--- src/rtl/riscv_mem_sched_pkg.sv ---
// Shared definitions for the memory request scheduler: widths, tag port
// encodings, scheduler state encoding and the tag builder.
package riscv_mem_sched_pkg;

    localparam int MEM_ADDR_BITS = 32;
    localparam int MEM_SEQ_BITS  = 3;
    localparam int MEM_TAG_BITS  = MEM_SEQ_BITS + 1;
    localparam int CNT_BITS      = 3;

    localparam logic MEM_TAG_PORT_IC = 1'b0;
    localparam logic MEM_TAG_PORT_DC = 1'b1;

    typedef enum logic [1:0] {
        SCHED_IDLE    = 2'd0,
        SCHED_LOCK_IC = 2'd1,
        SCHED_LOCK_DC = 2'd2
    } sched_state_e;

    // Tag layout is {sequence, port}; port sits in bit 0 so responses can be
    // routed by a single bit.
    function automatic logic [MEM_TAG_BITS-1:0] make_tag(
        input logic [MEM_SEQ_BITS-1:0] seq,
        input logic                    port
    );
        return {seq, port};
    endfunction

endpackage

--- src/rtl/riscv_mem_sched_tracker.sv ---
// Per-port bookkeeping: in-flight counter, issue/expect sequence numbers,
// credit check and response ordering check.
module riscv_mem_port_tracker
    import riscv_mem_sched_pkg::*;
#(
    parameter int MAX_OUT = 4
) (
    input  logic                    clk,
    input  logic                    rst_n,
    input  logic                    accept_i,
    input  logic                    resp_hit_i,
    input  logic [MEM_SEQ_BITS-1:0] resp_seq_i,
    output logic                    credit_ok_o,
    output logic                    resp_fwd_o,
    output logic                    err_o,
    output logic [MEM_SEQ_BITS-1:0] iss_seq_o,
    output logic [CNT_BITS-1:0]     outstanding_o
);

    logic [CNT_BITS-1:0]     out_q, out_d;
    logic [MEM_SEQ_BITS-1:0] iss_q, iss_d;
    logic [MEM_SEQ_BITS-1:0] exp_q, exp_d;
    logic                    resp_ok_s;

    // Credit/ordering decode and next-state for counter and sequence numbers.
    always_comb begin
        credit_ok_o = (out_q < CNT_BITS'(MAX_OUT));
        // A response with nothing in flight cannot belong to this port.
        resp_ok_s   = resp_hit_i && (out_q != {CNT_BITS{1'b0}});
        resp_fwd_o  = resp_ok_s;
        err_o       = resp_hit_i && (!resp_ok_s || (resp_seq_i != exp_q));

        if (accept_i && !resp_ok_s) begin
            out_d = out_q + {{(CNT_BITS-1){1'b0}}, 1'b1};
        end else if (!accept_i && resp_ok_s) begin
            out_d = out_q - {{(CNT_BITS-1){1'b0}}, 1'b1};
        end else begin
            out_d = out_q;
        end

        if (accept_i) begin
            iss_d = iss_q + {{(MEM_SEQ_BITS-1){1'b0}}, 1'b1};
        end else begin
            iss_d = iss_q;
        end

        if (resp_ok_s) begin
            exp_d = exp_q + {{(MEM_SEQ_BITS-1){1'b0}}, 1'b1};
        end else begin
            exp_d = exp_q;
        end
    end

    // Counter and sequence state registers.
    always_ff @(posedge clk or negedge rst_n) begin
        if (!rst_n) begin
            out_q <= {CNT_BITS{1'b0}};
            iss_q <= {MEM_SEQ_BITS{1'b0}};
            exp_q <= {MEM_SEQ_BITS{1'b0}};
        end else begin
            out_q <= out_d;
            iss_q <= iss_d;
            exp_q <= exp_d;
        end
    end

    assign iss_seq_o     = iss_q;
    assign outstanding_o = out_q;

endmodule

--- src/rtl/riscv_mem_sched.sv ---
// Round-robin arbiter sharing one memory request port between the I$ and D$
// refill paths, with grant locking, per-port credits and tag-based routing.
module riscv_mem_sched
    import riscv_mem_sched_pkg::*;
#(
    parameter int MAX_OUT = 4
) (
    input  logic                     clk,
    input  logic                     reset_n,
    input  logic                     ic_mem_req_valid,
    output logic                     ic_mem_req_ready,
    input  logic [MEM_ADDR_BITS-1:0] ic_mem_req_addr,
    output logic                     ic_mem_resp_valid,
    input  logic                     dc_mem_req_valid,
    output logic                     dc_mem_req_ready,
    input  logic                     dc_mem_req_rw,
    input  logic [MEM_ADDR_BITS-1:0] dc_mem_req_addr,
    output logic                     dc_mem_resp_valid,
    output logic                     mem_req_valid,
    input  logic                     mem_req_ready,
    output logic                     mem_req_rw,
    output logic [MEM_ADDR_BITS-1:0] mem_req_addr,
    output logic [MEM_TAG_BITS-1:0]  mem_req_tag,
    input  logic                     mem_resp_valid,
    input  logic [MEM_TAG_BITS-1:0]  mem_resp_tag,
    output logic [CNT_BITS-1:0]      ic_outstanding,
    output logic [CNT_BITS-1:0]      dc_outstanding,
    output logic                     tag_err
);

    sched_state_e state_q, state_d;
    logic         last_grant_q, last_grant_d;
    logic         tag_err_q, tag_err_d;

    logic gnt_raw_s, gnt_valid_s, gnt_port_s, viol_raw_s, viol_s, accept_s;
    logic ic_elig_s, dc_elig_s, ic_credit_s, dc_credit_s;
    logic ic_hit_s, dc_hit_s, ic_fwd_s, dc_fwd_s, ic_err_s, dc_err_s;
    logic [MEM_SEQ_BITS-1:0] ic_iss_s, dc_iss_s;

    // Grant selection, lock handling and next state; everything is gated
    // by reset_n so all outputs sit at 0 while reset is held.
    always_comb begin
        state_d    = state_q;
        gnt_raw_s  = 1'b0;
        gnt_port_s = MEM_TAG_PORT_IC;
        viol_raw_s = 1'b0;
        ic_elig_s  = ic_mem_req_valid && ic_credit_s;
        dc_elig_s  = dc_mem_req_valid && dc_credit_s;

        case (state_q)
            SCHED_IDLE: begin
                if (ic_elig_s && dc_elig_s) begin
                    gnt_raw_s  = 1'b1;
                    gnt_port_s = ~last_grant_q;
                end else if (ic_elig_s) begin
                    gnt_raw_s  = 1'b1;
                    gnt_port_s = MEM_TAG_PORT_IC;
                end else if (dc_elig_s) begin
                    gnt_raw_s  = 1'b1;
                    gnt_port_s = MEM_TAG_PORT_DC;
                end else begin
                    gnt_raw_s  = 1'b0;
                end
            end
            SCHED_LOCK_IC: begin
                gnt_port_s = MEM_TAG_PORT_IC;
                if (ic_mem_req_valid) begin
                    gnt_raw_s = 1'b1;
                end else begin
                    viol_raw_s = 1'b1;
                end
            end
            SCHED_LOCK_DC: begin
                gnt_port_s = MEM_TAG_PORT_DC;
                if (dc_mem_req_valid) begin
                    gnt_raw_s = 1'b1;
                end else begin
                    viol_raw_s = 1'b1;
                end
            end
            default: begin
                gnt_raw_s = 1'b0;
            end
        endcase

        gnt_valid_s = gnt_raw_s && reset_n;
        viol_s      = viol_raw_s && reset_n;
        accept_s    = gnt_valid_s && mem_req_ready;

        // An un-accepted grant locks onto its port; a violation or an
        // accept returns to arbitration.
        if (accept_s) begin
            state_d = SCHED_IDLE;
        end else if (gnt_valid_s) begin
            state_d = (gnt_port_s == MEM_TAG_PORT_DC) ? SCHED_LOCK_DC : SCHED_LOCK_IC;
        end else begin
            state_d = SCHED_IDLE;
        end

        last_grant_d = accept_s ? gnt_port_s : last_grant_q;
        tag_err_d    = tag_err_q | viol_s | ic_err_s | dc_err_s;
    end

    // Request-side muxes and response routing by tag port bit.
    always_comb begin
        mem_req_valid    = gnt_valid_s;
        mem_req_rw       = gnt_valid_s && (gnt_port_s == MEM_TAG_PORT_DC) && dc_mem_req_rw;
        mem_req_addr     = {MEM_ADDR_BITS{1'b0}};
        mem_req_tag      = {MEM_TAG_BITS{1'b0}};
        if (gnt_valid_s) begin
            mem_req_addr = (gnt_port_s == MEM_TAG_PORT_DC) ? dc_mem_req_addr : ic_mem_req_addr;
            mem_req_tag  = make_tag((gnt_port_s == MEM_TAG_PORT_DC) ? dc_iss_s : ic_iss_s, gnt_port_s);
        end else begin
            mem_req_addr = {MEM_ADDR_BITS{1'b0}};
        end
        ic_mem_req_ready  = accept_s && (gnt_port_s == MEM_TAG_PORT_IC);
        dc_mem_req_ready  = accept_s && (gnt_port_s == MEM_TAG_PORT_DC);
        ic_hit_s          = reset_n && mem_resp_valid && (mem_resp_tag[0] == MEM_TAG_PORT_IC);
        dc_hit_s          = reset_n && mem_resp_valid && (mem_resp_tag[0] == MEM_TAG_PORT_DC);
        ic_mem_resp_valid = ic_fwd_s;
        dc_mem_resp_valid = dc_fwd_s;
    end

    // FSM state, round-robin pointer and sticky error flag.
    always_ff @(posedge clk or negedge reset_n) begin
        if (!reset_n) begin
            state_q      <= SCHED_IDLE;
            last_grant_q <= MEM_TAG_PORT_DC;
            tag_err_q    <= 1'b0;
        end else begin
            state_q      <= state_d;
            last_grant_q <= last_grant_d;
            tag_err_q    <= tag_err_d;
        end
    end

    riscv_mem_port_tracker #(.MAX_OUT(MAX_OUT)) u_ic_trk (
        .clk           (clk),
        .rst_n         (reset_n),
        .accept_i      (ic_mem_req_ready),
        .resp_hit_i    (ic_hit_s),
        .resp_seq_i    (mem_resp_tag[MEM_TAG_BITS-1:1]),
        .credit_ok_o   (ic_credit_s),
        .resp_fwd_o    (ic_fwd_s),
        .err_o         (ic_err_s),
        .iss_seq_o     (ic_iss_s),
        .outstanding_o (ic_outstanding)
    );

    riscv_mem_port_tracker #(.MAX_OUT(MAX_OUT)) u_dc_trk (
        .clk           (clk),
        .rst_n         (reset_n),
        .accept_i      (dc_mem_req_ready),
        .resp_hit_i    (dc_hit_s),
        .resp_seq_i    (mem_resp_tag[MEM_TAG_BITS-1:1]),
        .credit_ok_o   (dc_credit_s),
        .resp_fwd_o    (dc_fwd_s),
        .err_o         (dc_err_s),
        .iss_seq_o     (dc_iss_s),
        .outstanding_o (dc_outstanding)
    );

    assign tag_err = tag_err_q;

endmodule

--- config.mk ---
export PLATFORM = sky130hd
export DESIGN_NAME = riscv_mem_sched
export DESIGN_NICKNAME = d
export VERILOG_FILES = /design/src/rtl/riscv_mem_sched_pkg.sv /design/src/rtl/riscv_mem_sched_tracker.sv /design/src/rtl/riscv_mem_sched.sv
export SDC_FILE = /design/constraint.sdc
export NUM_CORES = 1
export LEC_CHECK = 0
export BUFFER_PORTS_ARGS = -buffer_cell sky130_fd_sc_hd__buf_2
export CAP_MARGIN = 30
export CORE_MARGIN = 5
export CORE_UTILIZATION = 41
export DETAILED_ROUTE_END_ITERATION = 10
export GPL_ROUTABILITY_DRIVEN = 0
export GPL_TIMING_DRIVEN = 0
export PLACE_DENSITY = 0.81
export SYNTH_ARGS = -nofsm -noshare
export SYNTH_HDL_FRONTEND = slang
export SYNTH_SLANG_ARGS = --single-unit
export TNS_END_PERCENT = 20
--- constraint.sdc ---
create_clock -name clk -period 2.7 [get_ports clk]
set_input_delay 0.27 -clock clk [delete_from_list [all_inputs] [get_ports clk]]
set_output_delay 0.27 -clock clk [all_outputs]
set_load 0.1 [all_outputs]
== After elaboration in Yosys (flattened, before gate mapping) ==
Index checks and enable logic that the tools add are counted.

* Bits in registers: 22
* Output and inout port bits: 49

* Add/subtract/negate cells: 8
* Magnitude comparators: 2
* Equal/unequal tests: 4
* Muxes and demuxes: 23
* Bitwise logic cells: 6
* Reduce and logical (&&, ||, !) cells: 32

{| class="wikitable"
|+ Operators by type and width
! operator !! number
|-
| 32-bit 2-to-1 mux || 2
|-
| 1-bit logical AND || 21
|-
| 3-bit by 1-bit adder with 3-bit output (second input constant) || 6
|-
| 3-bit 2-to-1 mux || 5
|-
| 1-bit 2-to-1 mux || 9
|-
| 3-bit < comparator (second input constant) || 2
|-
| 2-bit 2-to-1 mux || 3
|-
| 3-bit inequality test || 2
|-
| 3-bit nonzero test || 2
|-
| 3-bit by 1-bit subtractor with 3-bit output (second input constant) || 2
|-
| 1-bit zero test || 4
|-
| 4-bit 2-to-1 mux || 1
|-
| 1-bit one-hot mux with 2 select lines || 2
|-
| 2-bit nonzero test || 2
|-
| 1-bit NOT || 3
|-
| 1-bit OR || 3
|-
| 1-bit one-hot mux with 3 select lines || 1
|-
| 2-bit by 1-bit == test with 1-bit output (second input constant) || 1
|-
| 2-bit == test (second input constant) || 1
|-
| 2-bit zero test || 1
|-
| 1-bit logical OR || 2
|}

== Depth between registers and ports, before layout ==
Gate-level depths: netlist (run 1).

* Depth after elaboration: 13
* Mapped depth: 11

== Modules after synthesis ==
Synthesis (run 1) repeated with hierarchy kept, for this count alone.

* Cell total of the unflattened synthesis: 153
* Area total of the unflattened synthesis: 1637.8 um2

{| class="wikitable"
|+ Modules (own cells, without submodules)
! module !! times used !! cells each !! area an instance (um2) !! sequential area each (um2)
|-
| riscv_mem_port_tracker || 2 || 35 || 467.9 || 225.2
|-
| riscv_mem_sched || 1 || 83 || 701.9 || 101.3
|}

== Worst setup path after synthesis (run 1) ==
No wires, ideal clock.

* Kind: reg2reg
* Start: register u_ic_trk.out_q[0] (netlist: u_ic_trk.outstanding_o[0])
* End: register u_ic_trk.out_q[1] (netlist: u_ic_trk.outstanding_o[1])
* Arrival: 4.613 ns
* Data required time: 2.574 ns
* Slack: -2.039 ns
* Stages on the path, launching flop included: 8
* Buffers on the path: 0
* Cells stage by stage: dfrtp_1 -> nor3_1 -> nor3_1 -> inv_1 -> ha_1 -> inv_1 -> fa_1 -> mux2_2

* Elaborated cells on any way between the ends: 24
* Classes of those cells: add/sub (2); order compare (1); mux (8); bitwise (1); reduce/logical (12)

{| class="wikitable"
|+ RTL lines
! what !! line !! source
|-
| start: declaration || riscv_mem_sched_tracker.sv:20 || <nowiki>logic [CNT_BITS-1:0] out_q, out_d;</nowiki>
|-
| start signal: assignment || riscv_mem_sched_tracker.sv:57 || <nowiki>out_q <= {CNT_BITS{1'b0}};</nowiki>
|-
| start signal: assignment || riscv_mem_sched_tracker.sv:61 || <nowiki>out_q <= out_d;</nowiki>
|-
| 3-bit nonzero test || riscv_mem_sched_tracker.sv:29 || <nowiki>resp_ok_s = resp_hit_i && (out_q != {CNT_BITS{1'b0}});</nowiki>
|-
| 1-bit logical AND || riscv_mem_sched_tracker.sv:29 ||
|-
| net ic_mem_resp_valid || riscv_mem_sched.sv:13 || <nowiki>output logic ic_mem_resp_valid,</nowiki>
|-
| 1-bit zero test || riscv_mem_sched_tracker.sv:33 || <nowiki>if (accept_i && !resp_ok_s) begin</nowiki>
|-
| 1-bit logical AND || riscv_mem_sched_tracker.sv:33 ||
|-
| 3-bit 2-to-1 mux || riscv_mem_sched_tracker.sv:33 ||
|-
| net u_ic_trk.out_d[1] || riscv_mem_sched_tracker.sv:20 ||
|}

The timed path passes the listed nets, and every way through them passes these cells. The select of a mux whose other input is x is not followed.
A chain may end at the register's enable or synchronous reset.

== Worst setup path in the final report (run 1) ==
* Start: register state_q[1]
* End: output port mem_req_addr[7]

* Cells in the longest elaborated chain, start to end: 4
* Elaborated cells on any way between the ends: 8
* Classes of those cells: eq/ne (2); mux (4); reduce/logical (2)

{| class="wikitable"
|+ RTL lines
! what !! line !! source
|-
| start: declaration || riscv_mem_sched.sv:31 || <nowiki>sched_state_e state_q, state_d;</nowiki>
|-
| start signal: assignment || riscv_mem_sched.sv:131 || <nowiki>state_q <= state_d;</nowiki>
|-
| 2-bit == test (tied with other cells) || riscv_mem_sched.sv:50 || <nowiki>case (state_q)</nowiki>
|-
| 1-bit one-hot mux with 2 select lines or 1-bit one-hot mux with 3 select lines (tied branches) || riscv_mem_sched.sv:50 ||
|-
| 32-bit 2-to-1 mux or 1-bit logical AND (tied branches) || riscv_mem_sched.sv:111, riscv_mem_sched.sv:86 ||
|-
| 32-bit 2-to-1 mux (*) || riscv_mem_sched.sv:110 || <nowiki>if (gnt_valid_s) begin</nowiki>
|-
| end: declaration || riscv_mem_sched.sv:22 || <nowiki>output logic [MEM_ADDR_BITS-1:0] mem_req_addr,</nowiki>
|}

Mark *: on every way between the ends. The rest lies on a longest branch, timed or not.

==> results.tsv, run 1 <==
metric	value	unit
outcome	complete, no violations	
postCtsSetupBuffers	0	
fillers	317	
root_buffer	clkbuf_8	
power	3.57	mW
p_leak	1.41	nW
die_x	75.5	um
relSlewSlack	39.4	%
worst_pin_slew	0.906	ns
grt_max_degree	21	
worstReg2RegStart	state_q[1]$_DFF_PN0_	
drt_iter0_drc	55	
vdd_drop_max	0.901	mV
placedInstanceArea	2700	sq um
yosys-top-cells-area	dfrtp_1, nand2_1, a21oi_1	
nets	442	
grt_antenna_before_repair	0	
hold_path.class	in -> reg	
clock_sinks	22	
wl	6080	um
synth_area_per_cell	7.81	sq um
ff2ff_path_depth	11	
drt-wirelength-per-cell	15.0	um
grt_overflow_total	0	
post-route-period-util	97.7	%
viasPerCell	5.03	
grt_pass1_vias	1887	
synth_cell_type_count	35	
clk_latency	0.27	ns
cts_tree	yes	
final_cell_count_no_fill	404	
multi_input_area	1340	sq um
register_area	569	sq um
worst-endpoint-required	2.43	ns
setup_viol	0	
die_area	5690	sq um
timing.final.crit_period	2.64	ns
yosys.area.top_type	dfrtp_1	
cts_buffer_depth	2	
syn_nets	312	
dp_hpwl	4800	um
power_density	1230	nW/um^2
synth_top_area_share	29.9	%
final_layout_size_suffix_gt1_share	57.9	%
htreeDepth	1	
whs_path_depth	2	
grt_pass1_wl	8880	um
io_buffer_count	123	
diodes	0	
grt_setup_unrepaired	true	
timing.rr.end	u_ic_trk.outstanding_o[2]$_DFFE_PN0P_	
criticalPathCategory	reg -> out	
io_pins	124	
cp.arrival	2.37	ns
start_util	43.0	%
fp.dieH	75.5	um
core_area	4090	sq um
slew_violations	0	
ys_seq_area_share	31.4	%
vias	2034	
cts_made_buffers	3	
stdcell_area	2910	sq um
drc	0	
syn2layout_area_growth	65.4	%
maxCapViolations	0	
skew	0.00495	ns
syn-cell-area	1760	sq um
clk_pin_slew_worst_paths	0.08	ns
hold_path_end	state_q[1]$_DFF_PN0_	
grt_use_total	20.2	%
rrSetupSlack	0.17	ns
yosysWarnings	0	
fin_util	71.1	%
dp_cells	398	
startpoint_type	flop	
endpoint_kind	output port	
drt_pass1_iterations	4	
finalHoldViolations	0	
crit_fanout	10	
ant_nets	0	
netlist_instances	225	
max_freq	379	MHz
row_count	23	
synth-seq-cells	22	
hp-start	mem_req_ready	
## layout make-up
class,count,area share (%)
sequential,22,19.6
tap,50,2.15
clock inverter,1,1.03
clock buffer,3,1.42
multi-input combinational,179,46.0
timing repair buffer,125,25.7
buffer,12,2.63
inverter,12,1.55
## registers in the layout, indices dropped and copies added, names as in the netlist
signal and flops:
u_dc_trk.exp_q 3, u_dc_trk.iss_seq_o 3, u_dc_trk.outstanding_o 3, u_ic_trk.exp_q 3, u_ic_trk.iss_seq_o 3, u_ic_trk.outstanding_o 3
state_q 2, last_grant_q 1, tag_err 1
## placed cells by master, fill, tap and decap left out, types with 3 or more instances in the layout
cell / netlist / final
clkbuf_8: 0 / 3
buf_6: 0 / 10
buf_4: 4 / 23
inv_1: 12 / 9
dfrtp_4: 0 / 4
xor2_1: 16 / 16
clkbuf_4: 0 / 3
xnor2_1: 4 / 4
nand2_1: 73 / 73
dfrtp_1: 21 / 15
inv_2: 0 / 3
ha_1: 10 / 8
nor2_1: 5 / 3
buf_2: 6 / 97
nor3_1: 5 / 4
a21oi_2: 2 / 35
mux2_2: 5 / 5
## metrics by stage
| stage | setup TNS (ns) | hold WS, ns | setup slack (ns) |
|---|---|---|---|
| floorplan | -1.50 | -0.0256 | -0.154 |
| global placement | 0 | 0.278 | 0.0956 |
| detailed placement | 0 | 0.290 | 0.0119 |
| CTS | 0 | 0.277 | 0.000313 |
| global route | -0.285 | 0.276 | -0.0624 |
| finish | 0 | 0.275 | 0.0614 |
## report_power, final
group          total (mW)  switching (mW)  internal [mW]
logic                2.58            1.93          0.656
clock network       0.310           0.111          0.198
registers           0.674           0.165          0.508
## cells by family (layout without fill, tap and decap cells)
logic type	after synthesis	after routing	share of synthesized area, %
muxes	6	6	3.85
buffers and inverters	24	153	6.41
DFF	22	22	31.4
xor gates and xnor gates	20	20	9.97
and+or+nand+nor	90	90	20.8
AOI/OAI and AO/OA	51	51	18.2
adders and majority gates	12	12	9.40
## how the worst max path moves through the flow
stage | end | from | depth (start not counted) | slack (ns)
finish | mem_req_addr[7] | state_q[1]$_DFF_PN0_ | 9 | 0.06
detailed placement | u_ic_trk.outstanding_o[2]$_DFFE_PN0P_ | reset_n | 10 | 0.01
global placement | u_ic_trk.outstanding_o[2]$_DFFE_PN0P_ | reset_n | 10 | 0.1
floorplan | u_ic_trk.outstanding_o[1]$_DFFE_PN0P_ | u_ic_trk.outstanding_o[0]$_DFFE_PN0P_ | 7 | -0.15
CTS | mem_req_addr[3] | state_q[1]$_DFF_PN0_ | 9 | 0.0003
global route | mem_req_addr[7] | state_q[0]$_DFF_PN0_ | 9 | -0.06
## synthesized netlist by cell type, drive strengths merged
| master | n |
|---|---|
| o21a | 2 |
| a31o | 1 |
| fa | 2 |
| and2b | 1 |
| xnor2 | 4 |
| xor2 | 16 |
| nand3 | 1 |
| buf | 10 |
| a211oi | 2 |
| nor4 | 1 |
| o22ai | 1 |
| dfrtp | 21 |
| nand3b | 1 |
| nor3 | 5 |
| a31oi | 3 |
| a21oi | 37 |
| nor2b | 2 |
| o41ai | 1 |
| mux2 | 6 |
| dfstp | 1 |
| inv | 12 |
| clkbuf | 2 |
| nor2 | 5 |
| o2111ai | 2 |
| and3 | 1 |
| o211ai | 1 |
| o21ai | 1 |
| nand2 | 73 |
| ha | 10 |
## worst max-delay path, cell delays in order (launching register included)
cell     delay [ns]
dfrtp_1        0.41
inv_1          0.09
ha_1           0.17
nor2b_4        0.24
a31o_4         0.21
buf_4          0.16
buf_2          0.22
nand2_1        0.11
a21oi_2        0.17
buf_4          0.31
## what timing repair did
item | 4_1_cts | 5_1_grt
setup endpoints to repair | 25 | 29
hold endpoints to repair | 20 | 0
hold buffers | 2 | 0
gates resized for setup | 25 | 23
## metal layers
layer	global-route usage, %	share of wire, %	vias up
met5	0	0	-
met1	23.3	37	917
met3	3.69	11	15
li1	-	-	1004
met2	37.2	49	98
met4	6.60	2.6	0
(Power assumes the default switching activity.)
==> run 2, diff against run 1 <==
--- a/config.mk
+++ b/config.mk
@@ -5,14 +5,15 @@
 export SDC_FILE = /design/constraint.sdc
 export NUM_CORES = 1
 export LEC_CHECK = 0
-export BUFFER_PORTS_ARGS = -buffer_cell sky130_fd_sc_hd__buf_2
 export CAP_MARGIN = 30
 export CORE_MARGIN = 5
-export CORE_UTILIZATION = 41
+export CORE_UTILIZATION = 63
 export DETAILED_ROUTE_END_ITERATION = 10
+export DONT_BUFFER_PORTS = 1
 export GPL_ROUTABILITY_DRIVEN = 0
 export GPL_TIMING_DRIVEN = 0
-export PLACE_DENSITY = 0.81
+export PLACE_DENSITY = 0.8
+export SLEW_MARGIN = 40
 export SYNTH_ARGS = -nofsm -noshare
 export SYNTH_HDL_FRONTEND = slang
 export SYNTH_SLANG_ARGS = --single-unit
==> results.tsv, run 2 <==
metric	value	unit	change
firstError	[ERROR DPL-0038] Utilization greater than 100%, impossible to legalize		
place_ws	-0.314	ns	-0.326 ns
synth-seq-cells	22		unchanged
grt-worst-endpoint	u_ic_trk.outstanding_o[2]$_DFFE_PN0P_/D		
ys_async_sr_fraction	100	%	unchanged
syn-cell-area	1760	sq um	unchanged
synth_area_per_cell	7.81	sq um	unchanged
row_count	19		-17%
ys_seq_area_share	31.4	%	unchanged
io_buffer_count	0		-100%
root_buffer	clkbuf_4		
cts_made_buffers	3		unchanged
synth_cell_type_count	35		unchanged
fp.dieH	62.8	um	-17%
outcome	aborted with a tool error		
netlist_instances	225		unchanged
io_pins	124		unchanged
synth_ff_type	dfrtp_1		
cts_buffer_depth	2		unchanged
synth_common_cells	nand2_1, a21oi_1, dfrtp_1		
die_x	62.8	um	-17%
stop_stage	global routing (5_1_grt)		
yosys-top-cells-area	dfrtp_1, nand2_1, a21oi_1		
worst-endpoint-pin-kind	register input		
htreeDepth	1		unchanged
yosys.area.top_type	dfrtp_1		
dp_hpwl	4450	um	-7.2%
yosysMostFrequentCell	nand2_1		
start_util	64.8	%	+22 points
clock_sinks	22		unchanged
synth-edff-count	0		unchanged
syn_nets	312		unchanged
yosysWarnings	0		unchanged
synth_top_area_share	29.9	%	unchanged
grt_max_degree	23		
run 2: logic make-up after synthesis:
logic type | synth area share, %
muxes | 3.85
xor gates and xnor gates | 9.97
and+or+nand+nor | 20.8
DFF | 31.4
AOI/OAI and AO/OA | 18.2
adders and majority gates | 9.40
buffers and inverters | 6.41
run 2: timing repair:
item / CTS
buffers inserted: 4
hold buffers: 1
endpoints found under the setup margin: 40
pin swaps: 9
endpoints found under the hold margin: 22
gates resized for setup: 11
run 2: per-stage QoR:
step,area [sq um],util (%),cells,hold slack (ns)
floorplan,2020,-,225,-0.0256
global placement,2060,75.9,256,-0.0251
detailed placement,2360,87.0,258,-0.0251
CTS,2480,91.5,267,0.0217
==> run 3, diff against run 2 <==
--- a/config.mk
+++ b/config.mk
@@ -7,12 +7,12 @@
 export LEC_CHECK = 0
 export CAP_MARGIN = 30
 export CORE_MARGIN = 5
-export CORE_UTILIZATION = 63
+export CORE_UTILIZATION = 40
 export DETAILED_ROUTE_END_ITERATION = 10
 export DONT_BUFFER_PORTS = 1
 export GPL_ROUTABILITY_DRIVEN = 0
 export GPL_TIMING_DRIVEN = 0
-export PLACE_DENSITY = 0.8
+export PLACE_DENSITY_LB_ADDON = 0.15
 export SLEW_MARGIN = 40
 export SYNTH_ARGS = -nofsm -noshare
 export SYNTH_HDL_FRONTEND = slang
==> results.tsv, run 3 (synthesis gave the netlist of run 1 again) <==
metric	value	unit	change
outcome	complete, but fails checks		
violations	negative setup slack		
post-route-period-util	107	%	
power_switching	2.38	mW	
vdd_drop_max	0.839	mV	
power_density	1320	nW/um^2	
viasPerCell	5.56		
crit_fanout	4		
cts_made_buffers	3		unchanged
hold_path.class	in -> reg		
vias	1714		
cp.arrival	3.07	ns	
rrSetupSlack	-0.18	ns	
hold_path_end	state_q[1]$_DFF_PN0_		
root_buffer	clkbuf_8		
htreeDepth	1		unchanged
clk_pin_slew_worst_paths	0.08	ns	
internal_power	1.38	mW	
grt_pass1_vias	1683		
p_seq_share	27.2	%	
maxCapViolations	0		
drc	0		
die_x	76.3	um	+21%
final_layout_size_suffix_gt1_share	50.4	%	
drt-wirelength-per-cell	18.4	um	
wl	5670	um	
setup_tns	-4.68	ns	
maxUsedRoutingLayer	met4		
ff2ff_path_depth	10		
hp-start	mem_req_ready		
nets	344		
skew	0.00417	ns	
slew_violations	0		
criticalPathCategory	reg -> reg		
worst-endpoint-required	2.89	ns	
clock_sinks	22		unchanged
cts_tree	yes		
setup_ws	-0.183	ns	
final_cell_count_no_fill	308		
placedInstanceArea	2390	sq um	+1.4%
p_sw_share	63.2	%	
routed-wl-met2	2940	um	
grt_use_total	18.2	%	
combPwrFrac	66.5	%	
grt_pass1_wl	8760	um	
fin_util	66.5	%	
wl_met3	530	um	
layout_common_cells	nand2_1, a21oi_4, buf_4, xor2_1, dfrtp_1		
p_leak	1.07	nW	
dp_hpwl	4070	um	-8.5%
clk_latency	0.26	ns	
ant_nets	0		
timing.rr.end	u_dc_trk.outstanding_o[2]$_DFFE_PN0P_		
syn2layout_area_growth	62.5	%	
io_buffer_count	0		unchanged
drt_pass1_iterations	4		
timing.final.crit_period	2.88	ns	
worst_pin_slew	0.868	ns	
cts_buffer_depth	2		unchanged
grt_antenna_before_repair	0		
grt_overflow_total	0		
endpoint_kind	flop		
io_pins	124		unchanged
fp.dieH	76.3	um	+21%
dp_cells	279		+8.1%
grt_setup_unrepaired	true		
die_area	5820	sq um	
start_util	40.9	%	-24 points
row_count	24		+5
drt_iter0_drc	49		
core_area	4290	sq um	
whs_path_depth	1		
setup_viol	39		
finalHoldViolations	0		
power_frac_clock	6.3	%	
grt_max_degree	23		
relSlewSlack	42.0	%	
stdcell_area	2860	sq um	
startpoint_type	flop		
max_freq	347	MHz	
wl_met1	2100	um	
diodes	0		
worstReg2RegStart	u_dc_trk.outstanding_o[2]$_DFFE_PN0P_		
mostFrequentLayoutCell	nand2_1		
[run 3: worst max-delay path, cell delays in order, from the launching register on]
cell and delay (ns):
dfrtp_4 0.64, nor2b_4 0.23, buf_6 0.14, a31oi_4 0.10, a21oi_4 0.68, ha_4 0.24, inv_2 0.03, fa_2 0.33
xor2_1 0.15, nor2_1 0.11, xor2_1 0.14
[run 3: power by group through the flow]
| stage | logic, mW | clock network (mW) | registers (mW) |
|---|---|---|---|
| after floorplan | 1.76 | 0 | 0.991 |
| after global placement | 1.90 | 0 | 1.03 |
| after detailed placement | 2.15 | 0 | 1.03 |
| after CTS | 2.33 | 0.247 | 1.03 |
| after global routing | 2.65 | 0.262 | 1.05 |
| final | 2.50 | 0.239 | 1.02 |
[run 3: worst max path at each step]
stage / slack [ns] / endpoint / startpoint / depth (start not counted)
final: -0.18 / u_dc_trk.outstanding_o[2]$_DFFE_PN0P_ / u_dc_trk.outstanding_o[2]$_DFFE_PN0P_ / 10
after global placement: -0.29 / u_ic_trk.outstanding_o[2]$_DFFE_PN0P_ / u_dc_trk.outstanding_o[2]$_DFFE_PN0P_ / 9
after detailed placement: -0.31 / u_ic_trk.outstanding_o[2]$_DFFE_PN0P_ / state_q[0]$_DFF_PN0_ / 11
after CTS: -0.26 / u_ic_trk.outstanding_o[2]$_DFFE_PN0P_ / u_dc_trk.outstanding_o[2]$_DFFE_PN0P_ / 9
after global routing: -0.30 / u_dc_trk.outstanding_o[2]$_DFFE_PN0P_ / u_ic_trk.outstanding_o[2]$_DFFE_PN0P_ / 10
after floorplan: -0.15 / u_ic_trk.outstanding_o[1]$_DFFE_PN0P_ / u_ic_trk.outstanding_o[0]$_DFFE_PN0P_ / 7
[run 3: layout make-up]
cell class | count | area, sq um
plain buffers | 12 | 130
clock buffers | 4 | 55.1
fillers | 331 | 1440
inverters | 12 | 48.8
multi-input cells | 179 | 1710
flip-flops and latches | 22 | 571
well taps | 52 | 65.1
repair buffers | 27 | 275
[run 3: stage by stage]
step | total power, mW | setup slack, ns | hold WS, ns
final | 3.76 | -0.183 | 0.0736
after global routing | 3.96 | -0.301 | 0.0655
after CTS | 3.61 | -0.256 | 0.0670
after detailed placement | 3.18 | -0.313 | -0.0249
after global placement | 2.93 | -0.291 | -0.0249
after floorplan | 2.76 | -0.154 | -0.0256
[run 3: timing repair]
action	in CTS	in global routing
hold buffers	1	1
gates resized for setup	30	28
pin swaps	17	26
endpoints found under the hold margin	22	13
setup buffers	9	9
endpoints found under the setup margin	40	41
cloned	3	0
[run 3: routing by layer]
metal	up-vias	track usage, %
met2	94	32.4
met4	0	5.77
met5	-	0
met3	9	5.20
li1	806	-
met1	805	20.8
